==> config.mk <==
export PLATFORM = sky130hd
export DESIGN_NAME = l2_amo_seq
export DESIGN_NICKNAME = d
export VERILOG_FILES = /design/src/rtl/l2_amo_seq.sv
export SDC_FILE = /design/constraint.sdc
export NUM_CORES = 1
export LEC_CHECK = 0
export BUFFER_PORTS_ARGS = -buffer_cell sky130_fd_sc_hd__buf_2
export CORE_AREA = 3 3 398 400
export DETAILED_ROUTE_END_ITERATION = 10
export DIE_AREA = 0 0 401 403
export PLACE_DENSITY_LB_ADDON = 0.3
export SLEW_MARGIN = 15
export SYNTH_ARGS = -nofsm -noshare
export SYNTH_HDL_FRONTEND = slang
export SYNTH_SLANG_ARGS = --single-unit
==> constraint.sdc <==
create_clock -name clk -period 12.1 [get_ports clk]
set_input_delay 0.605 -clock clk [delete_from_list [all_inputs] [get_ports clk]]
set_output_delay 0.605 -clock clk [all_outputs]
set_load 0.02 [all_outputs]
==> src/rtl/l2_amo_seq.sv <==
// l2_amo_seq: runs one atomic memory operation at a time through the L2
// read-modify-write path.
//   - IDLE accepts a request and captures op/addr/size/operand line.
//   - The data-array port is requested and then held locked from the first
//     request cycle through the write-back, so no other agent can slip
//     between the read and the write of the same index.
//   - The read line goes to the external combinational AMO ALU. Its result is
//     written back unless the op is a NOP. The pre-modification line is
//     returned to the requester.
// Ports:
//   req_*        request handshake and payload from the L2 AMO issue point
//   arr_*        data-array port: lock/grant, read strobe, write strobe, index, data
//   alu_*        operands to / result from the combinational AMO ALU
//   resp_*       response handshake carrying the old line
//   busy         high whenever an operation is in flight
module l2_amo_seq #(
    parameter int DATA_WIDTH  = 128,
    parameter int ADDR_WIDTH  = 40,
    parameter int OP_WIDTH    = 4,
    parameter int SIZE_WIDTH  = 3,
    parameter int INDEX_WIDTH = 10,
    parameter int INDEX_LO    = 4,
    parameter int READ_LAT    = 1,
    parameter int NOP_OP      = 0
) (
    input  logic                   clk,
    input  logic                   rst,
    input  logic                   req_val,
    output logic                   req_rdy,
    input  logic [OP_WIDTH-1:0]    req_op,
    input  logic [ADDR_WIDTH-1:0]  req_addr,
    input  logic [SIZE_WIDTH-1:0]  req_size,
    input  logic [DATA_WIDTH-1:0]  req_data,
    output logic                   arr_req,
    input  logic                   arr_gnt,
    output logic                   arr_rd_en,
    output logic                   arr_wr_en,
    output logic [INDEX_WIDTH-1:0] arr_index,
    output logic [DATA_WIDTH-1:0]  arr_wr_data,
    input  logic [DATA_WIDTH-1:0]  arr_rd_data,
    output logic [OP_WIDTH-1:0]    alu_op,
    output logic [ADDR_WIDTH-1:0]  alu_address,
    output logic [SIZE_WIDTH-1:0]  alu_data_size,
    output logic [DATA_WIDTH-1:0]  alu_mem_operand,
    output logic [DATA_WIDTH-1:0]  alu_cpu_operand,
    input  logic [DATA_WIDTH-1:0]  alu_result,
    output logic                   resp_val,
    input  logic                   resp_rdy,
    output logic [DATA_WIDTH-1:0]  resp_data,
    output logic                   busy
);

    typedef enum logic [2:0] {
        S_IDLE, S_ACQ, S_WAIT, S_EXEC, S_WRITE, S_RESP
    } state_e;

    // Counter reload value: WAIT then lasts exactly READ_LAT cycles.
    localparam logic [2:0] LAT_M1 = 3'(READ_LAT - 1);

    state_e                  state_q, state_d;
    logic [2:0]              cnt_q, cnt_d;
    logic [OP_WIDTH-1:0]     op_q, op_d;
    logic [ADDR_WIDTH-1:0]   addr_q, addr_d;
    logic [SIZE_WIDTH-1:0]   size_q, size_d;
    logic [DATA_WIDTH-1:0]   data_q, data_d;
    logic [DATA_WIDTH-1:0]   mem_q, mem_d;
    logic [DATA_WIDTH-1:0]   res_q, res_d;
    logic                    in_idle;
    logic                    is_nop;

    assign in_idle = (state_q == S_IDLE);
    assign is_nop  = (op_q == OP_WIDTH'(NOP_OP));

    // NOTE: every register here is a plain flop (no storage array), so all of
    // them are cleared by reset; this keeps the data outputs at 0 after reset.
    always_ff @(posedge clk or posedge rst) begin
        if (rst) begin
            state_q <= S_IDLE;
            cnt_q   <= '0;
            op_q    <= '0;
            addr_q  <= '0;
            size_q  <= '0;
            data_q  <= '0;
            mem_q   <= '0;
            res_q   <= '0;
        end else begin
            // NOTE: non-blocking assignments so every flop samples the
            // pre-edge value of the others, independent of statement order.
            state_q <= state_d;
            cnt_q   <= cnt_d;
            op_q    <= op_d;
            addr_q  <= addr_d;
            size_q  <= size_d;
            data_q  <= data_d;
            mem_q   <= mem_d;
            res_q   <= res_d;
        end
    end

    always_comb begin
        // NOTE: every signal written below gets a default first, so no path
        // through the case can leave one unassigned and infer a latch.
        state_d   = state_q;
        cnt_d     = cnt_q;
        op_d      = op_q;
        addr_d    = addr_q;
        size_d    = size_q;
        data_d    = data_q;
        mem_d     = mem_q;
        res_d     = res_q;
        req_rdy   = 1'b0;
        arr_req   = 1'b0;
        arr_rd_en = 1'b0;
        arr_wr_en = 1'b0;
        resp_val  = 1'b0;

        unique case (state_q)
            S_IDLE: begin
                // Reset forces the state to IDLE asynchronously; masking with
                // rst keeps req_rdy low for as long as reset is held.
                req_rdy = ~rst;
                if (req_val) begin
                    op_d    = req_op;
                    addr_d  = req_addr;
                    size_d  = req_size;
                    data_d  = req_data;
                    state_d = S_ACQ;
                end
            end
            S_ACQ: begin
                arr_req   = 1'b1;
                // The read is launched in the very cycle the port is won.
                arr_rd_en = arr_gnt;
                if (arr_gnt) begin
                    cnt_d   = LAT_M1;
                    state_d = S_WAIT;
                end
            end
            S_WAIT: begin
                arr_req = 1'b1;
                if (cnt_q == 3'd0) begin
                    mem_d   = arr_rd_data;
                    state_d = S_EXEC;
                end else begin
                    cnt_d = cnt_q - 3'd1;
                end
            end
            S_EXEC: begin
                arr_req = 1'b1;
                res_d   = alu_result;
                state_d = is_nop ? S_RESP : S_WRITE;
            end
            S_WRITE: begin
                arr_req   = 1'b1;
                arr_wr_en = 1'b1;
                state_d   = S_RESP;
            end
            S_RESP: begin
                resp_val = 1'b1;
                if (resp_rdy) begin
                    state_d = S_IDLE;
                end
            end
            default: state_d = S_IDLE;
        endcase
    end

    // Data outputs come straight from registers and are zero while idle.
    assign arr_index       = in_idle ? '0 : addr_q[INDEX_LO +: INDEX_WIDTH];
    assign arr_wr_data     = (state_q == S_WRITE) ? res_q : '0;
    assign resp_data       = (state_q == S_RESP) ? mem_q : '0;
    assign alu_op          = in_idle ? '0 : op_q;
    assign alu_address     = in_idle ? '0 : addr_q;
    assign alu_data_size   = in_idle ? '0 : size_q;
    assign alu_mem_operand = in_idle ? '0 : mem_q;
    assign alu_cpu_operand = in_idle ? '0 : data_q;
    assign busy            = ~in_idle;

endmodule

* Yosys cells after proc, flatten, opt, wreduce, memory -nomap -nowiden *
Index checks and enable logic that the tools add are counted.

word-level totals
  logic and storage cells = 52
  input bits = 436
  flip-flop bits (word level) = 437
  output and inout bits = 575

cells by class
  eq/ne operators = 10
  muxes and demuxes = 22
  bitwise gates (word level) = 2
  $add $sub $neg = 1
  reductions and logical operators = 9

operators with widths
  operator                                           number
  2-to-1 mux 128 bit                                 4
  2-to-1 mux 40 bit                                  1
  2-to-1 mux 3 bit                                   7
  one-hot mux 3 bit (6 select lines)                 1
  2-to-1 mux 10 bit                                  1
  inequality test 2 bit (second input constant)      5
  == test 3 x 2 -> 1 bit (second input constant)     2
  == test 3 bit (second input constant)              2
  logical NOT 3 bit                                  2
  2-to-1 mux 1 bit                                   6
  one-hot mux 3 bit (2 select lines)                 1
  logical NOT 4 bit                                  1
  2-to-1 mux 4 bit                                   1
  AND reduction 2 bit                                2
  AND reduction 4 bit                                1
  OR reduction 4 bit                                 1
  == test 3 x 1 -> 1 bit (second input constant)     1
  AND reduction 3 bit                                1
  subtractor 3 x 1 -> 3 bit (second input constant)  1
  inverter 1 bit                                     2
  nonzero test 2 bit                                 1

* Logic depth before layout (Yosys ltp) *
Gate-level depths: netlist of the first run.

  depth after elaboration = 3
  gate-level depth with buffers = 7
  depth with buffers taken out = 5

* Worst setup path before layout of the first run *
No wires, ideal clock.

  path kind = register -> output
  start = reg state_q[1]
  end = out req_rdy
  required time = 11.495 ns
  path slack = 9.931 ns
  stages on the path, launching flop included = 6
  data arrival time = 1.564 ns
  path buffers = 2
  cell sequence = dfrtp_1 > buf_2 > nor3_4 > clkbuf_1 > inv_1 > nor2_1

between the ends
  word-level cells in the longest chain between the ends = 2

RTL lines
  element                 line  text
  start, declared         60    state_e state_q, state_d;
  start signal, assigned  89    state_q <= state_d;
  logical NOT 3 bit       117   unique case (state_q)
  2-to-1 mux 1 bit        117
  end, declared           29    output logic req_rdy,

Every way passes these cells.

* Worst setup path after layout of the first run *
  start = reg state_q[2]
  end = out alu_address[4]

between the ends
  word-level cells in the longest chain between the ends = 2

RTL lines
  element            line  text
  logical NOT 3 bit  71    assign in_idle = (state_q == S_IDLE);
  2-to-1 mux 40 bit  173   assign alu_address = in_idle ? '0 : addr_q;
  end, declared      42    output logic [ADDR_WIDTH-1:0] alu_address,

Every way passes these cells.

==> summary.txt, run 1 <==
Timing
  – Setup TNS: 0 ns
  – Worst Skew: 0.0436 ns
  – Final period utilization: 39.4%
  – Min cycle time layout: 4.76 ns
  – Hold Worst Slack: 0.112 ns
  – RSZ-0062 raised after global routing: no
  – Final Max Slew Viols: 0
  – Worst-margin pin slew: 1.12 ns
  – Slew headroom: 25.3%
  – Final hold violation count: 0
  – F_max: 210 MHz
  – Final setup fails: 0

Route
  – Drc violations: 0
  – Pre-Repair DR Iteration Count: 4
  – Total Wirelength: 96.1 mm
  – Detailed Route Iter0 Violations: 712
  – Antenna-violating nets left: 0
  – Mean number of vias per cell: 3.44
  – Avg WL per Cell: 20.5 um
  – Routed via count: 16,100

Clocking
  – Post-CTS Hold Fix Bufs: 0
  – Clock root cell: clkbuf_16
  – CTS resizes: 0
  – CTS tree: done
  – Worst-Skew Late Latency: 0.66 ns
  – # clock sinks: 437
  – Post CTS Setup Buffer Count: 0
  – CTS Buf Count: 57
  – Clock buffer depth: 3
  – # H-tree levels: 2
  – Register clock-pin slew on the reported worst setup and hold paths: 0.06 ns

Worst setup path
  – Arrival time worst endpoint: 4.16 ns
  – Critical path's slowest cell: buf_4
  – Top delay family on crit path: buffers and inverters
  – Worst Path Buf+Inv: 4
  – Setup CP Type: reg -> out
  – CP Max Fanout: 79
  – Worst Setup Start Kind: register
  – CP Data Required Time: 11.49 ns
  – Crit-path max cell delay: 0.73 ns
  – Worst Setup End Kind: output port
  – Most frequent CP cell: buf_4
  – CP Cell Sequence: nor3_4 -> buf_4 -> buf_4 -> buf_4 -> nor2b_1 -> buf_2

GRT
  – Grt ovf: 0
  – Vias in the first global route: 16,806
  – Total Routing Usage GR: 11.3%
  – Largest net degree at the start of global routing: 128
  – Initial antenna violation count: 42
  – First-pass GRT wire length: 132 mm

Cells and area
  – Area Overhead vs Synth: 44.2%
  – Nets: 2,997
  – Most frequent cells in the layout: buf_2, dfrtp_1, mux2_2
  – Util after Layout: 18.8%
  – Share of cells above drive strength 1: 55.8%
  – Post-Layout Cell Count: 4,679
  – Most common cell after layout, fill and taps aside: buf_2

Logic synthesis
  – Main synth FF type: dfrtp_1
  – Synth top area share: 53.8%
  – Syn nets: 2,045
  – Syn Std Cell Area: 20,300 sq um
  – EDFF count, synth: 0
  – Async S/R FF share, synth: 100%
  – #FFs+latches synth: 437
  – Syn_area_per_cell: 12.6 sq um
  – Distinct cells, synth: 31
  – Top post-synthesis cells by area: dfrtp_1, mux2_2, nor2b_1
  – Synth warn: 0
  – Post-Syn Instances: 1,607
  – Register area share after synthesis: 53.8%
  – Post-synth top area cell: dfrtp_1

Floorplan
  – Die ar.: 162,000 sq um
  – FP Rows: 145
  – Core box area: 156,000 sq um
  – Initial core utilization: 13.0%
  – Chip width: 401 um
  – Top-level port count: 1,011
  – Die height: 403 um

Placement
  – Placed Cells: 4,558
  – Port buffer count: 1,010
  – Post-DP HPWL: 74.9 mm
  – GP Congestion: 0.836

Power
  – Peak supply drop: 110 uV
  – PwrDens: 298 nW/um^2
  – Leak: 14.4 nW

Flow run
  – Max-Cap Viols: 0

Status
  – Status: complete, no violations

Hold path
  – Hold/Removal Path Class: in -> async
path summary, 6_finish.rpt:
| check | start | slack (ns) | depth (start not counted) | endpoint |
|---|---|---|---|---|
| worst max register to register | state_q[2] | 8.46 | 5 | mem_q[45] |
| worst min register to register | data_q[92] | 0.48 | 1 | data_q[92] |
| min in group clk | req_data[124] | 0.16 | 2 | data_q[124] |
| worst min-delay path | rst | 0.11 | 2 | addr_q[34] |
| max in group asynchronous | rst | 9.28 | 5 | res_q[68] |
| worst max-delay path | state_q[2] | 7.34 | 6 | alu_address[4] |
area by class of cell:
type                            instances  area (sq um)
Fill cell                           17352        126000
Sequential cell                       437         10900
Multi-Input combinational cell       1028          8640
Timing Repair Buffer                 1029          5220
Tap cell                             2058          2570
Clock buffer                           88          1670
Clock inverter                         16           169
Antenna cell                           17          42.5
Inverter                                6          26.3
flip-flops by register name, summed over array words and instances (netlist names):
name and count:
data_q 128, op_q 4, state_q 3, cnt_q 3, mem_q 128, size_q 3, addr_q 40, res_q 128
cells in the mapped netlist, types with 2 or more instances:
cell / n
nand2b_1: 2
nor2b_1: 304
a21oi_1: 2
o21ai_0: 2
mux2_1: 104
and2_1: 129
a31oi_1: 2
buf_8: 11
inv_1: 6
dfrtp_1: 437
nand2_1: 4
and3_1: 129
buf_6: 6
buf_2: 30
nor2_1: 7
clkbuf_1: 77
mux2_2: 327
buf_4: 12
nor3_1: 2
ha_1: 2
nand3_1: 2
where the power goes:
part / switching (mW) / leakage (nW) / total [mW] / internal, mW
combinational: 2.50 / 8.40 / 4.14 / 1.64
sequential: 0.667 / 5.12 / 2.88 / 2.22
clock: 0.706 / 0.900 / 1.70 / 0.990
metal layers:
| layer | share of wire, % | GRT usage, % |
|---|---|---|
| met3 | 8.3 | 3.33 |
| met1 | 40 | 13.9 |
| met5 | 0.057 | 0 |
| met4 | 2.5 | 3.32 |
| met2 | 49 | 19.2 |
worst register-to-register path, cell delays in order (launching register included):
cell	delay (ns)
dfrtp_4	0.80
inv_1	0.37
nand3_4	0.35
buf_4	0.66
buf_4	0.87
mux2_2	0.44
logic make-up after synthesis:
group                      share of synthesized area, %
adders and majority gates                         0.123
muxes                                              23.9
AOI/OAI and AO/OA                                 0.425
buffers and inverters                              3.86
and+or+nand+nor                                    17.9
DFF                                                53.8
metrics by stage:
stage / worst slack [ns] / power [mW] / cell area, sq um
detailed placement: 7.96 / 7.16 / 27400
floorplan: 5.59 / 5.39 / 20300
finish: 7.34 / 8.72 / 29300
CTS: 7.17 / 8.93 / 29200
global placement: 8.02 / 7.13 / 27400
global route: 6.98 / 9.28 / 29300
Note: power is estimated with default switching activity, not from simulation.
==> inputs of run 2 (changes only) <==
Clock period 12.1 ns to 4 ns, I/O delays scaled along.
==> run 2 against run 1 <==
Die area did not move. Count of clock-buffer cells in the layout rose by 4. Clock power rose to 3.1 times the previous value. Register-to-register slack worse by 7.2 ns. Sequential power rose to 3.1 times the previous value. Cell count rose by 9.8%. Setup slack lost 6.7 ns. Largest cell class unchanged. Largest power group unchanged.
==> summary.txt, run 2 (synthesis results as in run 1) <==
Placement
  – Port buffer count: 1,010
  – Placed Cells: 4,585
  – Post-DP Area: 27,700 sq um
  – GP Congestion: 0.835
  – Post-DP HPWL: 77.8 mm
  – Pre-CTS setup slack: 1.07 ns

Clocking
  – Post CTS Setup Buffer Count: 0
  – Clock root cell: clkbuf_16
  – CTS tree: done
  – Worst-Skew Late Latency: 0.63 ns
  – CTS Buf Count: 57
  – # H-tree levels: 2
  – # clock sinks: 437
  – Clock buffer depth: 3
  – Register clock-pin slew on the reported worst setup and hold paths: 0.06 ns

GRT
  – First-pass GRT wire length: 141 mm
  – Vias in the first global route: 19,448
  – Initial antenna violation count: 41
  – Largest net degree at the start of global routing: 143
  – Total Routing Usage GR: 11.9%
  – Grt ovf: 0

Power
  – PwrDens: 803 nW/um^2
  – Peak supply drop: 353 uV
  – Leak: 16.4 nW
  – Tot Pwr: 27.3 mW

Cells and area
  – Area Overhead vs Synth: 67.3%
  – Util after Layout: 21.8%
  – Most common cell after layout, fill and taps aside: buf_2
  – Biggest regs: data_q (128), mem_q (128), res_q (128)
  – Post-Layout Cell Count: 5,138
  – Most frequent cells in the layout: buf_2, dfrtp_1, dlygate4sd3_1
  – Share of cells above drive strength 1: 48.2%
  – Fin area: 34,000 sq um
  – Filler instances: 17,022
  – Nets: 3,459

Worst setup path
  – Worst r2r path cells: 6
  – Critical path's slowest cell: dfrtp_4
  – Worst Setup Start Kind: register
  – Arrival time worst endpoint: 3.19 ns
  – Worst Path Buf+Inv: 3
  – R2R setup slack: 1.26 ns
  – CP Cell Sequence: nor3_4 -> buf_12 -> buf_12 -> nor2b_1 -> buf_2
  – Crit-path max cell delay: 0.68 ns
  – Top delay family on crit path: buffers and inverters
  – Reg2reg start: cnt_q[0]
  – R2r endpoint: mem_q[87]
  – Setup CP Type: reg -> out
  – Worst Setup End Kind: output port
  – CP Max Fanout: 142
  – Most frequent CP cell: buf_12
  – CP Data Required Time: 3.80 ns

Floorplan
  – Initial core utilization: 13.0%
  – Die height: 403 um
  – Die ar.: 162,000 sq um
  – Chip width: 401 um
  – Top-level port count: 1,011
  – FP Rows: 145
  – Core box area: 156,000 sq um

Timing
  – Setup TNS: 0 ns
  – Worst Skew: 0.0307 ns
  – Final period utilization: 84.8%
  – RSZ-0062 raised after global routing: no
  – Final setup fails: 0
  – Final Max Slew Viols: 0
  – Final hold violation count: 0
  – Min cycle time layout: 3.39 ns
  – Worst-margin pin slew: 0.992 ns
  – F_max: 295 MHz
  – Slew headroom: 33.7%
  – Hold Worst Slack: 0.251 ns
  – Post-route setup slack: 0.608 ns

Route
  – Pre-Repair DR Iteration Count: 4
  – Drc violations: 0
  – Antenna-violating nets left: 0
  – Routed via count: 17,934
  – Mean number of vias per cell: 3.49
  – Avg WL per Cell: 19.6 um
  – Total Wirelength: 101 mm
  – Detailed Route Iter0 Violations: 857

Hold path
  – Hold/Removal Path Class: in -> async

Flow run
  – Max-Cap Viols: 0

Status
  – Status: complete, no violations
[run 2: worst max-delay path by stage]
stage          startpoint                  end  slack, ns  cells past startpoint
2_1_floorplan         rst            addr_q[0]      -2.10                      1
3_3_place_gp   state_q[2]             res_q[4]       1.12                      4
3_5_place_dp   state_q[2]            res_q[18]       1.07                      4
4_1_cts        state_q[2]              req_rdy       0.40                      6
5_1_grt        state_q[2]              req_rdy       0.24                      6
6_report       state_q[2]  alu_mem_operand[20]       0.61                      5
[run 2: layout make-up]
type / count / area [sq um] / area share [%]
multi-input cells: 1028 / 8630 / 25.4
repair buffers: 1491 / 9880 / 29.1
diodes: 16 / 40.0 / 0.118
well taps: 2058 / 2570 / 7.58
clock buffers: 92 / 1750 / 5.15
clock inverters: 10 / 135 / 0.398
flip-flops and latches: 437 / 10900 / 32.2
inverters: 6 / 26.3 / 0.0773
[run 2: worst register-to-register path, cell delays in order (launching register included)]
cell     delay [ns]
dfrtp_1        0.39
inv_1          0.09
ha_1           0.19
nor3b_1        0.44
nand3_4        0.56
buf_12         0.54
mux2_2         0.39
[run 2: routing by layer]
layer	GRT usage (%)	vias up	wire length (um)
met5	0	-	26
met2	21.0	679	49900
met1	14.2	8911	41000
li1	-	8233	-
met4	3.26	4	2710
met3	3.18	107	7060
[run 2: report_power, final]
part	internal (mW)	total, mW	switching (mW)
sequential	6.71	8.99	2.28
combinational	5.39	13.1	7.69
clock	3.15	5.24	2.09
[run 2: what timing repair did]
action / in CTS / in global routing
resized for setup: 0 / 0
hold buffers: 435 / 0
hold endpoints to repair: 449 / 0
